==> src/rtl/alu_regfile_if.sv <==
// Decode-stage bus for alu_regfile: three read ports, one write port, ALU operands and results.
// Every path is zero-cycle combinational; there is no handshake and no backpressure.
interface alu_regfile_if #(
  parameter int DWIDTH = 16,
  parameter int AWIDTH = 3
);
  logic [AWIDTH-1:0] raddr_a;
  logic [DWIDTH-1:0] rdata_a;
  logic [AWIDTH-1:0] raddr_b;
  logic [DWIDTH-1:0] rdata_b;
  logic [AWIDTH-1:0] raddr_c;
  logic [DWIDTH-1:0] rdata_c;
  logic              we;
  logic [AWIDTH-1:0] waddr;
  logic [DWIDTH-1:0] wdata;
  logic [2:0]        alu_op;
  logic [DWIDTH-1:0] alu_a;
  logic [DWIDTH-1:0] alu_b;
  logic [DWIDTH-1:0] alu_result;
  logic [3:0]        alu_cc;

  modport master (
    output raddr_a, raddr_b, raddr_c, we, waddr, wdata, alu_op, alu_a, alu_b,
    input  rdata_a, rdata_b, rdata_c, alu_result, alu_cc
  );

  modport slave (
    input  raddr_a, raddr_b, raddr_c, we, waddr, wdata, alu_op, alu_a, alu_b,
    output rdata_a, rdata_b, rdata_c, alu_result, alu_cc
  );
endinterface

==> src/rtl/alu_regfile.sv <==
// 8x16 register file (3 comb reads, 1 sync write, 1-cycle write latency) plus a comb 8-op ALU with {N,Z,C,V}.
// No backpressure. Define REGFILE_BYPASS_EN for same-cycle write-through forwarding on reads.
module alu_regfile #(
  parameter int DWIDTH = 16,
  parameter int AWIDTH = 3
) (
  input logic         clk,
  input logic         rst,
  alu_regfile_if.slave bus
);
  localparam int NREG = 1 << AWIDTH;
  localparam int SHW  = $clog2(DWIDTH);

  typedef enum logic [2:0] {
    OP_ADD = 3'd0,
    OP_SUB = 3'd1,
    OP_AND = 3'd2,
    OP_OR  = 3'd3,
    OP_XOR = 3'd4,
    OP_LSL = 3'd5,
    OP_LSR = 3'd6,
    OP_MOV = 3'd7
  } alu_op_e;

  logic [DWIDTH-1:0] regs [NREG];

  // Reset wins over a same-cycle write.
  always_ff @(posedge clk) begin
    if (rst) begin
      for (int i = 0; i < NREG; i++) begin
        regs[i] <= '0;
      end
    end else if (bus.we) begin
      regs[bus.waddr] <= bus.wdata;
    end
  end

  function automatic logic [DWIDTH-1:0] read_port(
    input logic [AWIDTH-1:0] addr,
    input logic              fwd_en,
    input logic [AWIDTH-1:0] fwd_addr,
    input logic [DWIDTH-1:0] fwd_data,
    input logic [DWIDTH-1:0] stored
  );
`ifdef REGFILE_BYPASS_EN
    if (fwd_en && (fwd_addr == addr)) begin
      return fwd_data;
    end
    return stored;
`else
    logic unused;
    unused = fwd_en ^ (^fwd_addr) ^ (^fwd_data) ^ (^addr);
    return stored;
`endif
  endfunction

  logic fwd_en;
  assign fwd_en = bus.we && !rst;

  assign bus.rdata_a = read_port(bus.raddr_a, fwd_en, bus.waddr, bus.wdata, regs[bus.raddr_a]);
  assign bus.rdata_b = read_port(bus.raddr_b, fwd_en, bus.waddr, bus.wdata, regs[bus.raddr_b]);
  assign bus.rdata_c = read_port(bus.raddr_c, fwd_en, bus.waddr, bus.wdata, regs[bus.raddr_c]);

  logic [SHW-1:0]    sh;
  logic [DWIDTH:0]   sum;
  logic [DWIDTH:0]   diff;
  logic [DWIDTH:0]   shl;
  logic [DWIDTH:0]   shr;
  logic [DWIDTH-1:0] res;
  logic              c_flag;
  logic              v_flag;

  assign sh   = bus.alu_b[SHW-1:0];
  assign sum  = {1'b0, bus.alu_a} + {1'b0, bus.alu_b};
  assign diff = {1'b0, bus.alu_a} - {1'b0, bus.alu_b};
  // One guard bit on the outgoing side captures the last bit shifted out; it stays 0 for a zero shift.
  assign shl  = {1'b0, bus.alu_a} << sh;
  assign shr  = {bus.alu_a, 1'b0} >> sh;

  always_comb begin
    res    = '0;
    c_flag = 1'b0;
    v_flag = 1'b0;
    case (alu_op_e'(bus.alu_op))
      OP_ADD: begin
        res    = sum[DWIDTH-1:0];
        c_flag = sum[DWIDTH];
        v_flag = (bus.alu_a[DWIDTH-1] == bus.alu_b[DWIDTH-1]) &&
                 (res[DWIDTH-1] != bus.alu_a[DWIDTH-1]);
      end
      OP_SUB: begin
        res    = diff[DWIDTH-1:0];
        c_flag = ~diff[DWIDTH];
        v_flag = (bus.alu_a[DWIDTH-1] != bus.alu_b[DWIDTH-1]) &&
                 (res[DWIDTH-1] != bus.alu_a[DWIDTH-1]);
      end
      OP_AND: res = bus.alu_a & bus.alu_b;
      OP_OR:  res = bus.alu_a | bus.alu_b;
      OP_XOR: res = bus.alu_a ^ bus.alu_b;
      OP_LSL: begin
        res    = shl[DWIDTH-1:0];
        c_flag = shl[DWIDTH];
      end
      OP_LSR: begin
        res    = shr[DWIDTH:1];
        c_flag = shr[0];
      end
      OP_MOV: res = bus.alu_b;
      default: begin
        res    = 'x;
        c_flag = 1'bx;
        v_flag = 1'bx;
      end
    endcase
  end

  assign bus.alu_result = res;
  assign bus.alu_cc     = {res[DWIDTH-1], (res == '0), c_flag, v_flag};

endmodule

==> src/flat_wrapper.sv <==
// flat-port wrapper written by rule: the top's interface ports become plain ports
module alu_regfile_flat 
#(
  parameter int DWIDTH = 16,
  parameter int AWIDTH = 3
)
  (clk, rst, bus_raddr_a, bus_raddr_b, bus_raddr_c, bus_we, bus_waddr, bus_wdata, bus_alu_op, bus_alu_a, bus_alu_b, bus_rdata_a, bus_rdata_b, bus_rdata_c, bus_alu_result, bus_alu_cc);
  alu_regfile_if #(.DWIDTH(DWIDTH), .AWIDTH(AWIDTH)) bus_i ();
  input logic clk;
  input logic rst;
  input wire logic [$bits(bus_i.raddr_a)-1:0] bus_raddr_a;
  input wire logic [$bits(bus_i.raddr_b)-1:0] bus_raddr_b;
  input wire logic [$bits(bus_i.raddr_c)-1:0] bus_raddr_c;
  input wire logic [$bits(bus_i.we)-1:0] bus_we;
  input wire logic [$bits(bus_i.waddr)-1:0] bus_waddr;
  input wire logic [$bits(bus_i.wdata)-1:0] bus_wdata;
  input wire logic [$bits(bus_i.alu_op)-1:0] bus_alu_op;
  input wire logic [$bits(bus_i.alu_a)-1:0] bus_alu_a;
  input wire logic [$bits(bus_i.alu_b)-1:0] bus_alu_b;
  output wire logic [$bits(bus_i.rdata_a)-1:0] bus_rdata_a;
  output wire logic [$bits(bus_i.rdata_b)-1:0] bus_rdata_b;
  output wire logic [$bits(bus_i.rdata_c)-1:0] bus_rdata_c;
  output wire logic [$bits(bus_i.alu_result)-1:0] bus_alu_result;
  output wire logic [$bits(bus_i.alu_cc)-1:0] bus_alu_cc;
  assign bus_i.raddr_a = bus_raddr_a;
  assign bus_i.raddr_b = bus_raddr_b;
  assign bus_i.raddr_c = bus_raddr_c;
  assign bus_i.we = bus_we;
  assign bus_i.waddr = bus_waddr;
  assign bus_i.wdata = bus_wdata;
  assign bus_i.alu_op = bus_alu_op;
  assign bus_i.alu_a = bus_alu_a;
  assign bus_i.alu_b = bus_alu_b;
  assign bus_rdata_a = bus_i.rdata_a;
  assign bus_rdata_b = bus_i.rdata_b;
  assign bus_rdata_c = bus_i.rdata_c;
  assign bus_alu_result = bus_i.alu_result;
  assign bus_alu_cc = bus_i.alu_cc;
  alu_regfile #(.DWIDTH(DWIDTH), .AWIDTH(AWIDTH)) u_core (.clk(clk), .rst(rst), .bus(bus_i));
endmodule
==> config.mk <==
export PLATFORM = sky130hd
export DESIGN_NAME = alu_regfile_flat
export DESIGN_NICKNAME = d
export VERILOG_FILES = /design/src/rtl/alu_regfile_if.sv /design/src/rtl/alu_regfile.sv /design/src/flat_wrapper.sv
export SDC_FILE = /design/constraint.sdc
export NUM_CORES = 1
export LEC_CHECK = 0
export CORE_UTILIZATION = 50
export DETAILED_ROUTE_END_ITERATION = 12
export GPL_TIMING_DRIVEN = 0
export PLACE_DENSITY = 0.71
export SYNTH_ARGS = -nofsm -noshare
export SYNTH_HDL_FRONTEND = slang
export SYNTH_SLANG_ARGS = --single-unit
==> constraint.sdc <==
create_clock -name clk -period 8.79 [get_ports clk]
set_input_delay 1.3185 -clock clk [delete_from_list [all_inputs] [get_ports clk]]
set_output_delay 1.3185 -clock clk [all_outputs]
set_load 0.01 [all_outputs]
== Yosys cells after proc, flatten, opt, wreduce, memory -nomap -nowiden ==
Memories as Yosys holds them, arrays and structs flattened.
Index checks and enable logic that the tools add are counted.
Storage, ports and cells
  register bits: 0
  bits in latches: 0
  bits in writable memories: 128
  bits in read-only memories: 0
  input bits: 66
  logic and storage cells: 36
  memories kept: 1
Memories
  u_core.regs: words 8, width 16, rd ports 3, clocked after Yosys merged registers in 0, wr ports 8, RTL line alu_regfile.sv:25  | logic [DWIDTH-1:0] regs [NREG];
Operators by class
  add/sub/neg operators: 2
  multipliers: 0
  divide/modulo/power cells: 0
  magnitude comparators: 0
  eq/ne operators: 11
  shifts and indexed selects: 2
  multiplexer cells: 11
  bitwise operators: 4
  reductions and logical operators: 5
Operator list (count)
  16-bit one-hot mux with 8 select lines: 1
  16-bit by 16-bit adder with 17-bit output: 1
  16-bit by 4-bit << shifter with 17-bit output: 1
  17-bit by 4-bit right shift with 17-bit output: 1
  16-bit by 16-bit subtractor with 17-bit output: 1
  16-bit AND: 1
  16-bit zero test: 1
  16-bit two-way mux: 1
  16-bit bitwise OR: 1
  16-bit OR reduction: 1
  16-bit bitwise XOR: 1
  3-bit == test (second input constant): 4
  3-bit by 2-bit == test with 1-bit output (second input constant): 2
  1-bit two-way mux: 6
  1-bit one-hot mux with 4 select lines: 1
  3-bit by 1-bit == test with 1-bit output (second input constant): 1
  3-bit zero test: 1
  3-bit two-way mux: 1
  1-bit inequality test: 3
  1-bit logical AND: 2
  1-bit one-hot mux with 2 select lines: 1
  1-bit == test: 1
  1-bit inverter: 1

== Longest topological paths before layout ==
Gate-level depths: netlist (run 1).
  word-level depth: 5
  mapped depth: 14

== Worst setup path after synthesis (run 1) ==
No wires, ideal clock.
  kind: in2out
  start point: in bus_alu_b[1]
  end point: out bus_alu_cc[2]
  arrival time: 4.442 ns
  data required time: 7.471 ns
  path slack: 3.030 ns
  cell stages on the path: 13
  buffers on the path: 2
  path through: inv_2 > buf_2 > buf_1 > ha_1 > a211oi_1 > o21ai_1 > a31oi_1 > o31a_1 > nor2_1 > a311oi_2 > o22a_1 > a31oi_1 > nor4_2
Between the ends
  cells in the longest elaborated chain, start to end: 3
Ends and longest elaborated chain
  from (decl): RTL line flat_wrapper.sv:19  | input wire logic [$bits(bus_i.alu_b)-1:0] bus_alu_b;
  16-bit by 16-bit subtractor with 17-bit output, or another cell as far along: RTL line alu_regfile.sv:75  | assign diff = {1'b0, bus.alu_a} - {1'b0, bus.alu_b};
  16-bit one-hot mux with 8 select lines (*): RTL line alu_regfile.sv:84  | case (alu_op_e'(bus.alu_op))
  via bus_alu_cc[3]: RTL line flat_wrapper.sv:24  | output wire logic [$bits(bus_i.alu_cc)-1:0] bus_alu_cc;
  16-bit zero test (*): RTL line alu_regfile.sv:118  | assign bus.alu_cc = {res[DWIDTH-1], (res == '0), c_flag, v_flag};
  to (decl): RTL line flat_wrapper.sv:24
Mark *: on every way through the listed nets, which the timed path passes. The rest lies on a longest branch.

== Worst setup path after layout (run 1) ==
  start point: in bus_alu_b[1]
  end point: out bus_alu_cc[2]
Between the ends
  cells in the longest elaborated chain, start to end: 3
Ends and longest elaborated chain (RTL line)
  16-bit by 16-bit subtractor with 17-bit output, or another cell as far along: alu_regfile.sv:75
  16-bit one-hot mux with 8 select lines (*): alu_regfile.sv:84
  16-bit zero test (*): alu_regfile.sv:118
Every way passes the cells marked *; elsewhere a longest branch is shown, timed or not.

==> flow_summary_export.csv, run 1 <==
group,metric,value,unit
status,status,"finished clean",
finish,final_cell_mix,"and2_1 (133), edfxtp_1 (128), clkdlybuf4s50_1 (125)",
sta,drv_slew,0,
synth,synth-simple-area-share,15.6,%
cts,cts_setup_buffers,0,
finish,fillers,1923,
worst_setup_path,worstSetupPathType,"input port to primary output",
synth,synth_cell_type_count,85,
detailed_routing,wl_per_cell,26.5,µm
sta,setup_viol,0,
worst_setup_path,path_max_fanout,12,
finish,top_register,"u_core.regs",
detailed_routing,dr.pass1.iters,6,
worst_setup_path,critPathCaptureType,"primary output",
power,p_per_area,147,nW/µm²
synth,avgSynthCellArea,11.2,µm²
worst_setup_path,critical_path_arrival,6.42,ns
cts,tritoncts,"built",
sta,rsz0062_at_grt,"false",
worst_setup_path,crit_family,"buffers and inverters",
sta,hold_viol,0,
synth,syn-instance-count,1071,
finish,top_regs,"u_core.regs: 128 flops",
placement,finalWeightedCongestion,0.997,
cts,clk_pin_slew,0.06,ns
worst_hold_path,holdPathEnd,"u_core.regs[2][3]",
floorplan,die_y,157,µm
power,p_leak,5.17,nW
cts,cts_buffers,17,
sta,slew_headroom,25.3,%
synth,synth_compound_area_share,12.5,%
worst_setup_path,crit_start,"bus_alu_b[1]",
synth,syn_area,12000,µm²
sta,period_needed,7.74,ns
finish,drive_above_1_share,20.9,%
global_route,antenna_found_initial,1,
placement,dp_hpwl,29800,µm
detailed_routing,drt.antenna.violating_nets,0,
synth,synthXorXnorAreaFrac,0.801,%
floorplan,core,23500,µm²
worst_setup_path,cp_data_required_time,7.47,ns
synth,muxShareOfSynthArea,29.0,%
detailed_routing,drc,0,
worst_setup_path,critPathMaxStageDelay,0.66,ns
synth,synth_edf_count,128,
floorplan,start_util,51.1,%
detailed_routing,vias,10367,
worst_setup_path,path_cells,"clkdlybuf4s50_1 -> inv_2 -> buf_2 -> buf_1 -> ha_1 -> a211oi_1 -> o21ai_1 -> a31oi_1 -> o31a_1 -> nor2_1 -> a311oi_2 -> o22a_1 -> a31oi_1 -> nor4_2 -> clkdlybuf4s50_1",
flow_run,maxCapViolations,0,
synth,syn_nets,1188,
floorplan,dieArea,24700,µm²
sta,fin_setup_tns,0,ns
finish,layout_commonest_cell,"and2_1",
finish,area_growth,18.6,%
global_route,grt_overflow,0,
placement,portBuffers,125,
power,peakVddDrop,0.000156,V
synth,synth_seq_cells,128,
cts,cts-root-buf,"clkbuf_16",
floorplan,die_w,157,µm
finish,largest_register_ffs,128,
detailed_routing,avgViaCountPerCell,6.70,
worst_setup_path,slowest_stage,"buf_1",
power,p_total,2.10,mW
sta,max_clock_freq,0.129,GHz
worst_setup_path,path_buf_inv,5,
worst_setup_path,cp-start-kind,"input port",
global_route,grt_pass1_wl,60700,µm
worst_hold_path,holdCritStartpoint,"bus_wdata[3]",
synth,synth_ff_type,"edfxtp_1",
detailed_routing,drtIter0Drc,1086,
cts,cts_resized,0,
synth,synthAdderAreaFrac,5.43,%
finish,nets,1332,
floorplan,pin_count,134,
global_route,grt_usage,33.8,%
cts,cts_max_path_buffers,2,
detailed_routing,routed_wl,41000,µm
sta,fin_crit_sh,88.0,%
global_route,first_global_vias,10082,
floorplan,rows,56,
synth,synthArstFlopShare,0,%
sta,worst_pin_slew,1.12,ns
worst_hold_path,hp-class,"input port to flip-flop",
cts,cts_max_level,4,
synth,synth_top_family_by_area,"multiplexers",
worst_hold_path,hold_depth,2,
finish,diodes,0,
cts,ctsHoldBuffers,0,
synth,ys_seq_area_share,32.0,%
cts,cts_sinks,128,
synth,ys_warn_count,0,
global_route,grt_max_degree,17,
worst max path at each step:
stage | end | cells past startpoint
after floorplan | bus_alu_cc[2] | 13
after global placement | bus_alu_cc[2] | 15
after detailed placement | bus_alu_cc[2] | 15
after CTS | bus_alu_cc[2] | 15
after global routing | bus_alu_cc[2] | 15
final | bus_alu_cc[2] | 15
cell usage after synthesis (16+ instances only):
| library cell | count | area (µm²) |
|---|---|---|
| a211oi_1 | 20 | 150 |
| a21oi_1 | 45 | 225 |
| and2_1 | 133 | 832 |
| buf_1 | 16 | 60.1 |
| buf_2 | 18 | 90.1 |
| clkbuf_1 | 40 | 150 |
| edfxtp_1 | 128 | 3840 |
| ha_1 | 49 | 613 |
| inv_1 | 46 | 173 |
| mux2_2 | 56 | 631 |
| mux2i_1 | 22 | 220 |
| mux4_2 | 115 | 2590 |
| nand2_1 | 41 | 154 |
| nor2_1 | 74 | 278 |
| nor3_1 | 19 | 95.1 |
| o21ai_0 | 31 | 155 |
final cells by class:
class	count	area (µm²)	share of cell area [%]
clock buffers	18	429	3.01
flip-flops and latches	128	3840	26.9
well taps	319	399	2.80
plain buffers	84	394	2.76
repair buffers	125	1250	8.77
multi-input cells	810	7610	53.3
inverters	49	184	1.29
clock inverters	14	156	1.10
metrics by stage:
stage               worst slack [ns]  cell area, µm²  util (%)  hold WS (ns)  instances
CTS                             1.11           14300      60.6          1.71       1547
finish                          1.05           14300      60.6          1.74       1547
detailed placement              1.11           13700      58.1          2.15       1515
global route                   0.757           14300      60.6          1.74       1547
floorplan                       3.03           12000         -          1.52       1071
global placement                1.07           13700      58.1          2.13       1515
layer usage:
metal	vias up	wire length, µm	global-route usage [%]
met4	2	1890	17.1
met5	-	11	0
met2	724	20200	57.0
li1	4431	-	-
met3	147	3970	6.80
met1	5063	15000	41.2
power breakdown:
part	switching (mW)	internal [mW]	total [mW]
logic	0.341	0.316	0.658
clock network	0.280	0.421	0.700
registers	0.0274	0.712	0.740
total	0.648	1.45	2.10
cells by family (layout without fill, tap and decap cells):
family,count (synthesis),count (layout)
AO/OA/AOI/OAI,214,214
buffers and inverters,133,290
XOR/XNOR,11,11
AND/OR/NAND/NOR,339,339
multiplexers,195,195
adder cells (fa/ha/maj),51,51
flip-flops,128,128
Power figures use the tool's default switching activity.
==> run 2: changes to the inputs <==
Settings changed: CTS_BUF_LIST set to sky130_fd_sc_hd__clkbuf_8, CTS_CLUSTER_SIZE set to 12.
==> run 2 against run 1 <==
Against the previous run:
- setup slack better by 0.0046 ns
- count of clock-buffer cells in the layout is 1 lower
- clock power fell by 27%
- worst hold slack got worse by 0.045 ns
- critical endpoint unchanged
- largest cell class unchanged
- largest power group unchanged
- highest routed layer unchanged
==> flow_summary_export.csv, run 2 (synthesized netlist as in run 1, its figures left out) <==
group,metric,value,unit
worst_setup_path,path_max_fanout,12,
global_route,grt_overflow,0,
detailed_routing,dr.pass1.iters,5,
placement,place_area,13700,µm²
finish,fillers,1962,
global_route,first_global_vias,10043,
finish,area_growth,17.0,%
global_route,antenna_found_initial,1,
worst_setup_path,cp_data_required_time,7.47,ns
cts,cts-root-buf,"clkbuf_8",
finish,largest_register_ffs,128,
sta,period_needed,7.73,ns
worst_setup_path,cp-start-kind,"input port",
finish,stdcell_count,1547,
flow_run,maxCapViolations,0,
global_route,grt_max_degree,17,
detailed_routing,drt.antenna.violating_nets,0,
power,p_leak,5.09,nW
placement,finalWeightedCongestion,0.997,
sta,fin_setup_tns,0,ns
cts,cts_max_path_buffers,2,
sta,hold_viol,0,
detailed_routing,drc,0,
worst_setup_path,worstSetupPathType,"input port to primary output",
floorplan,rows,56,
placement,dp.cells,1515,
worst_setup_path,critical_path_arrival,6.41,ns
cts,cts_setup_buffers,0,
sta,slew_headroom,17.5,%
detailed_routing,avgViaCountPerCell,6.66,
power,peakVddDrop,0.000141,V
floorplan,dieArea,24700,µm²
sta,whs,1.69,ns
finish,drive_above_1_share,20.9,%
cts,cts_buffers,17,
cts,cts_resized,0,
floorplan,core,23500,µm²
cts,ctsHoldBuffers,0,
sta,fin_crit_sh,88.0,%
global_route,grt_usage,33.5,%
floorplan,pin_count,134,
floorplan,die_w,157,µm
sta,worst_pin_slew,1.24,ns
finish,top_regs,"u_core.regs: 128 flops",
placement,portBuffers,125,
cts,cts_sinks,128,
detailed_routing,drtIter0Drc,1047,
detailed_routing,routed_wl,40700,µm
cts,cts_max_level,4,
worst_hold_path,hp-class,"input port to flip-flop",
floorplan,die_y,157,µm
placement,dp_hpwl,29800,µm
sta,drv_slew,0,
floorplan,start_util,51.1,%
worst_setup_path,critPathCaptureType,"primary output",
sta,setup_viol,0,
status,status,"finished clean",
sta,rsz0062_at_grt,"false",
finish,top_register,"u_core.regs",
detailed_routing,wl_per_cell,26.3,µm
cts,tritoncts,"built",
finish,nets,1332,
finish,layout_commonest_cell,"and2_1",
finish,diodes,0,
global_route,grt_pass1_wl,60200,µm
finish,final_cell_mix,"and2_1 (133), edfxtp_1 (128), clkdlybuf4s50_1 (125)",
cts,clk_pin_slew,0.09,ns
detailed_routing,vias,10304,
power,p_per_area,136,nW/µm²
sta,max_clock_freq,0.129,GHz
finish,fin_area,14100,µm²
-- run 2: path summary, 6_finish.rpt --
path	from	to	slack [ns]	cells past startpoint
worst max-delay path	bus_alu_b[1]	bus_alu_cc[2]	1.06	15
worst min-delay path	bus_wdata[6]	u_core.regs[6][6]	1.69	2
-- run 2: where the power goes --
part / internal (mW) / switching (mW) / leakage, nW / total (mW)
Sequential: 0.711 / 0.0266 / 1.23 / 0.738
Clock: 0.254 / 0.259 / 0.191 / 0.514
Combinational: 0.316 / 0.341 / 3.67 / 0.657
-- run 2: critical path, stage by stage --
cell and delay, ns:
clkdlybuf4s50_1 0.53, inv_2 0.23, buf_2 0.28, buf_1 0.67, ha_1 0.40, a211oi_1 0.35, o21ai_1 0.15, a31oi_1 0.46
o31a_1 0.34, nor2_1 0.08, a311oi_2 0.37, o22a_1 0.20, a31oi_1 0.16, nor4_2 0.30, clkdlybuf4s50_1 0.57
-- run 2: per-layer routing --
layer | wire, µm | track usage [%] | up-vias
met3 | 3690 | 5.95 | 155
li1 | - | - | 4432
met4 | 2030 | 16.7 | 2
met5 | 13 | 0 | -
met2 | 20000 | 56.8 | 664
met1 | 15100 | 41.3 | 5051
-- run 2: cell type report --
cell class	instances	area, µm²	share of cell area (%)
plain buffers	84	394	2.80
clock inverters	15	160	1.14
repair buffers	125	1250	8.89
clock buffers	17	234	1.66
inverters	49	184	1.31
well taps	319	399	2.84
flip-flops and latches	128	3840	27.3
multi-input cells	810	7610	54.1
-- run 2: stage by stage --
step / total power [mW] / worst slack, ns / util (%)
final: 1.91 / 1.06 / 59.8
after global routing: 1.96 / 0.762 / 59.8
after floorplan: 1.13 / 3.03 / -
after global placement: 1.39 / 1.07 / 58.1
after CTS: 1.89 / 1.11 / 59.8
after detailed placement: 1.39 / 1.11 / 58.1
